## src/rtl/aes256_key_scheduler.sv

```systemverilog
// Sequential AES-256 round-key generator: one keyExpansion step per key pair, valid/ready output stream.
// Optional KS_RK_BUF_EN adds a 15-entry round-key buffer and a replay input for reverse-order streaming.
module aes256_key_scheduler (
  input  logic         clk,
  input  logic         rst_n,
  input  logic [255:0] key_in,
  input  logic         key_load,
  output logic         key_busy,
  output logic         rk_valid,
  input  logic         rk_ready,
  output logic [127:0] rk_out,
  output logic [3:0]   rk_idx,
  output logic         ks_done
`ifdef KS_RK_BUF_EN
  ,
  input  logic         replay
`endif
);

  // state  | meaning
  // IDLE   | waiting for key_load (or replay when the buffer is enabled)
  // STREAM | presenting round keys, advancing on each handshake
  // DONE   | one-cycle ks_done pulse, a new key_load is accepted here
  typedef enum logic [1:0] {IDLE, STREAM, DONE} state_t;

  localparam logic [2047:0] SBOX_TBL = {
    128'h637c777bf26b6fc53001672bfed7ab76, 128'hca82c97dfa5947f0add4a2af9ca472c0,
    128'hb7fd9326363ff7cc34a5e5f171d83115, 128'h04c723c31896059a071280e2eb27b275,
    128'h09832c1a1b6e5aa0523bd6b329e32f84, 128'h53d100ed20fcb15b6acbbe394a4c58cf,
    128'hd0efaafb434d338545f9027f503c9fa8, 128'h51a3408f929d38f5bcb6da2110fff3d2,
    128'hcd0c13ec5f974417c4a77e3d645d1973, 128'h60814fdc222a908846eeb814de5e0bdb,
    128'he0323a0a4906245cc2d3ac629195e479, 128'he7c8376d8dd54ea96c56f4ea657aae08,
    128'hba78252e1ca6b4c6e8dd741f4bbd8b8a, 128'h703eb5664803f60e613557b986c11d9e,
    128'he1f8981169d98e949b1e87e9ce5528df, 128'h8ca1890dbfe6426841992d0fb054bb16
  };

  function automatic logic [7:0] sbox(input logic [7:0] x);
    return SBOX_TBL[(255 - int'(x)) * 8 +: 8];
  endfunction

  function automatic logic [31:0] sub_word(input logic [31:0] w);
    return {sbox(w[31:24]), sbox(w[23:16]), sbox(w[15:8]), sbox(w[7:0])};
  endfunction

  // One AES-256 expansion step: eight old words in, eight new words out.
  function automatic logic [255:0] key_expansion(input logic [3:0] rc, input logic [255:0] key);
    logic [31:0] w [8];
    logic [31:0] n [8];
    logic [7:0]  rcon;
    for (int i = 0; i < 8; i++) w[i] = key[255 - 32*i -: 32];
    rcon = 8'h01 << (rc - 4'd1);
    n[0] = w[0] ^ sub_word({w[7][23:0], w[7][31:24]}) ^ {rcon, 24'h0};
    n[1] = w[1] ^ n[0];
    n[2] = w[2] ^ n[1];
    n[3] = w[3] ^ n[2];
    n[4] = w[4] ^ sub_word(n[3]);
    n[5] = w[5] ^ n[4];
    n[6] = w[6] ^ n[5];
    n[7] = w[7] ^ n[6];
    return {n[0], n[1], n[2], n[3], n[4], n[5], n[6], n[7]};
  endfunction

  state_t         state;
  logic [255:0]   cur;
  logic [3:0]     rc;
  logic           half;
  logic           hs;
  logic           last;
  logic [127:0]   fwd_key;

  assign hs      = rk_valid && rk_ready;
  assign fwd_key = half ? cur[127:0] : cur[255:128];

`ifdef KS_RK_BUF_EN
  logic [127:0] rk_buf [15];
  logic         rev;
  logic         buf_ok;

  assign last   = rev ? (rk_idx == 4'd0) : (rk_idx == 4'd14);
  assign rk_out = rev ? rk_buf[rk_idx] : fwd_key;

  always_ff @(posedge clk) begin
    if (hs && !rev) rk_buf[rk_idx] <= fwd_key;
  end
`else
  assign last   = (rk_idx == 4'd14);
  assign rk_out = fwd_key;
`endif

  always_ff @(posedge clk or negedge rst_n) begin
    if (!rst_n) begin
      state    <= IDLE;
      cur      <= '0;
      rc       <= '0;
      half     <= 1'b0;
      rk_idx   <= '0;
      rk_valid <= 1'b0;
      key_busy <= 1'b0;
      ks_done  <= 1'b0;
`ifdef KS_RK_BUF_EN
      rev      <= 1'b0;
      buf_ok   <= 1'b0;
`endif
    end else begin
      ks_done <= 1'b0;
      case (state)
        IDLE, DONE: begin
          if (key_load) begin
            state    <= STREAM;
            cur      <= key_in;
            rc       <= 4'd1;
            half     <= 1'b0;
            rk_idx   <= 4'd0;
            rk_valid <= 1'b1;
            key_busy <= 1'b1;
`ifdef KS_RK_BUF_EN
          end else if (state == IDLE && replay && buf_ok) begin
            state    <= STREAM;
            rev      <= 1'b1;
            rk_idx   <= 4'd14;
            rk_valid <= 1'b1;
            key_busy <= 1'b1;
`endif
          end else begin
            state <= IDLE;
          end
        end
        STREAM: begin
          if (hs) begin
            if (last) begin
              state    <= DONE;
              rk_valid <= 1'b0;
              key_busy <= 1'b0;
              ks_done  <= 1'b1;
`ifdef KS_RK_BUF_EN
              rev      <= 1'b0;
              if (!rev) buf_ok <= 1'b1;
            end else if (rev) begin
              rk_idx <= rk_idx - 4'd1;
`endif
            end else begin
              rk_idx <= rk_idx + 4'd1;
              if (!half) begin
                half <= 1'b1;
              end else begin
                // rc saturates at 7: the rc=7 block supplies rk14 and nothing follows it.
                cur  <= key_expansion(rc, cur);
                half <= 1'b0;
                if (rc != 4'd7) rc <= rc + 4'd1;
              end
            end
          end
        end
        default: state <= IDLE;
      endcase
    end
  end

endmodule

```

## config.mk

```make
export PLATFORM = sky130hd
export DESIGN_NAME = aes256_key_scheduler
export DESIGN_NICKNAME = d
export VERILOG_FILES = /design/src/rtl/aes256_key_scheduler.sv
export SDC_FILE = /design/constraint.sdc
export NUM_CORES = 2
export LEC_CHECK = 0
export ABC_AREA = 1
export CAP_MARGIN = 20
export CORE_MARGIN = 5
export CORE_UTILIZATION = 40
export DETAILED_ROUTE_END_ITERATION = 8
export SETUP_SLACK_MARGIN = 0.15
export SLEW_MARGIN = 20
export SYNTH_ARGS = -nofsm -noshare
export SYNTH_HDL_FRONTEND = slang
export SYNTH_SLANG_ARGS = --single-unit
export TNS_END_PERCENT = 100
```

## constraint.sdc

```tcl
create_clock -name clk -period 5.8 [get_ports clk]
set_input_delay 1.16 -clock clk [delete_from_list [all_inputs] [get_ports clk]]
set_output_delay 1.16 -clock clk [all_outputs]
set_load 0.005 [all_outputs]
```

==> impl_metrics.py <==
metrics = {
    "sta": {
        "period_needed_ns": 5.532,
        "period_share_pct": 95.38,
        "whs_ns": 0.5093,
        "finalHoldViolCount": 0,
        "rsz0062_at_grt": "no",
        "fin_skew_ns": 0.03037,
        "layout_setup_ws_ns": 0.2680,
        "tightest_slew_ns": 1.206,
        "slew_headroom_pct": 18.77,
        "finalSetupViolCount": 0,
        "max_freq_ghz": 0.1808,
        "drv_slew": 0,
        "fin_setup_tns_ns": 0,
    },
    "grt": {
        "grt_max_degree": 128,
        "grt_pass1_wl_um": 348500,
        "grt_util_met3_pct": 10.30,
        "use_met1_pct": 53.81,
        "use_met2_pct": 61.41,
        "grt-ovfl-total": 0,
        "grt_pass1_vias": 53534,
        "track_usage_pct": 40.38,
        "grt_antenna_before_repair": 15,
        "grt.busiest_layer": "met2",
    },
    "drt": {
        "avgViaCountPerCell": 6.408,
        "drc": 0,
        "routed-via-count": 58812,
        "first_pass_iters": 9,
        "wl_um": 238100,
        "route.antenna.remaining_nets": 0,
        "wl_per_cell_um": 25.95,
        "first_iter_violations": 9987,
    },
    "critical_path": {
        "cp.required_ns": 6.30,
        "arrival_ns": 6.03,
        "cp_slowest_stage_delay_ns": 0.47,
        "path_max_fanout": 8,
        "cp_slowest_cell": "dfrtp_2",
        "worstSetupStartpointType": "flip-flop",
        "criticalPathCategory": "flip-flop to flip-flop",
        "r2r-start": "cur[17]",
        "critPathCaptureType": "flip-flop",
        "reg2reg_slack_ns": 0.27,
        "rr_endpoint": "cur[25]",
        "r2r_cells": 33,
        "cp_common_cell": "nand3_1",
    },
    "clock_network": {
        "clkTransAtPathRegs_ns": 0.06,
        "clk_latency_ns": 0.63,
        "cts_sinks": 269,
        "h-tree-depth": 2,
        "hold_buffers": 0,
        "numCtsBuffers": 39,
        "root_buffer": "clkbuf_16",
        "clockBufferDepth": 3,
        "cts_tree": "yes",
    },
    "worst_hold_path": {
        "min_path_cells": 2,
        "worst_hold_path_type": "flip-flop to flip-flop",
        "min_from": "cur[254]",
        "min_to": "cur[254]",
    },
    "floorplan": {
        "fp-row-count": 118,
        "fp.coreArea_mm2": 0.1032,
        "io_pins": 395,
        "die_x_um": 331.7,
        "die_h_um": 331.7,
        "dieArea_mm2": 0.1100,
        "initial_core_util_pct": 40.11,
    },
    "power": {
        "seqPwrFrac_pct": 39.3,
        "power_density_mw_per_mm2": 96.86,
        "p_int_mw": 3.587,
        "p_switching_mw": 1.187,
        "pwr-share-clk_pct": 55.0,
        "ir_drop_mv": 0.1669,
        "switching_share_pct": 24.86,
        "power_leakage_nw": 23.19,
        "p_comb_share_pct": 5.6,
    },
    "logic_synthesis": {
        "synth_cells": 7470,
        "synth_top_area_share_pct": 30.12,
        "synth_top_area_cell": "nand3_1",
        "synth.area.top_cells": "nand3_1, nand2_1, dfrtp_1",
        "netlist_area_mm2": 0.04139,
        "ys_types": 48,
        "syn_area_per_cell_um2": 5.541,
        "syn_nets": 7848,
        "ys_seq_area_share_pct": 16.26,
        "yosysWarnings": 0,
        "synth-seq-cells": 269,
    },
    "placed_design": {
        "postPlaceCellArea_mm2": 0.04753,
        "pre_cts_slack_ns": 0.1090,
        "place.port_buffers": 394,
        "gp_congestion": 1.051,
        "dp_hpwl_um": 177300,
    },
    "final_layout": {
        "final_area_mm2": 0.04929,
        "layout_common_cells": "nand3_1, nand2_1, inv_1",
        "fill_cells": 11066,
        "layout.nets": 8140,
        "final_layout_size_suffix_gt1_share_pct": 8.394,
        "final_common_cell": "nand3_1",
        "area_delta_synth_final_pct": 19.07,
    },
    "outcome": {
        "status": "completed",
    },
    "run": {
        "maxCapViolCount": 0,
    },
}
==> worst max-delay path: cells and delay by family, from the launching register on <==
kind,cells,cell delay [ns]
AOI/OAI and AO/OA,1,0.35
adders and majority gates,2,0.64
buffers and inverters,3,0.48
DFF,1,0.47
and+or+nand+nor,27,3.45
==> layer usage <==
metal	up-vias	share of wire (%)
met5	-	0.029
met4	10	6.0
met3	859	13
met2	4627	43
met1	27159	38
li1	26157	-
==> power by group through the flow <==
stage / Clock [mW] / Combinational, mW / Sequential (mW)
2_1_floorplan: 0 / 0.00172 / 1.91
3_3_place_gp: 0 / 0.267 / 1.91
3_5_place_dp: 0 / 0.265 / 1.91
4_1_cts: 2.66 / 0.267 / 1.88
5_1_grt: 2.72 / 0.278 / 1.88
6_report: 2.63 / 0.269 / 1.88
==> area by class of cell <==
cell class | count | area [um^2] | area share, %
Sequential cell | 269 | 6745 | 13.69
Clock inverter | 14 | 203.9 | 0.4138
Multi-Input combinational cell | 6244 | 30590 | 62.07
Clock buffer | 56 | 1141 | 2.315
Tap cell | 1380 | 1727 | 3.503
Timing Repair Buffer | 753 | 7126 | 14.46
Antenna cell | 7 | 17.52 | 0.03554
Inverter | 455 | 1735 | 3.521
==> cell usage after synthesis (all sizes together) <==
master / n
nand3: 2508
nand2: 2336
inv: 448
o21ai: 369
buf: 321
nor2: 304
dfrtp: 269
a22oi: 232
clkbuf: 181
a21oi: 178
ha: 118
o211ai: 57
nand4: 31
nand3b: 23
a31oi: 18
xor2: 16
nor3: 8
o22ai: 8
or2: 8
clkinv: 7
o221ai: 7
o31ai: 7
o311ai: 5
xnor2: 3
nor4: 2
o32ai: 2
a211oi: 1
a221oi: 1
a32oi: 1
o2111ai: 1
==> logic make-up after synthesis <==
kind of cell,synth area share (%)
buffers and inverters,10.56
and+or+nand+nor,56.25
xor gates and xnor gates,0.5925
AOI/OAI and AO/OA,12.77
adders and majority gates,3.567
DFF,16.26
==> registers in the layout, summed over array words and instances, names as in the netlist <==
| name | flops |
|---|---|
| cur | 256 |
| rc | 4 |
| state | 2 |
| half | 1 |
| ks_done | 1 |
| rk_valid | 1 |
| rk_idx | 4 |
==> worst max path at each step <==
stage               cells after the start     from  slack [ns]  endpoint
floorplan                              35   cur[9]        1.28   cur[19]
global placement                       33  cur[17]        0.02   cur[25]
detailed placement                     33  cur[17]        0.11   cur[25]
CTS                                    33  cur[17]        0.18   cur[27]
global route                           36  cur[17]        0.12   cur[25]
finish                                 33  cur[17]        0.27   cur[25]
==> through the flow <==
step	instances	utilization [%]	total power, mW
floorplan	7470	-	1.913
global placement	9092	46.05	2.178
detailed placement	9092	46.05	2.176
CTS	9162	47.36	4.801
global route	9176	47.75	4.873
finish	9178	47.76	4.774
==> repair_timing <==
action | CTS | global route
resized for setup | 1 | 99
pin swaps | 0 | 1
gates cloned | 0 | 1
setup endpoints to repair | 1 | 87
hold endpoints to repair | 0 | 0
buffers inserted | 0 | 8
Note: power is estimated with default switching activity, not from simulation.
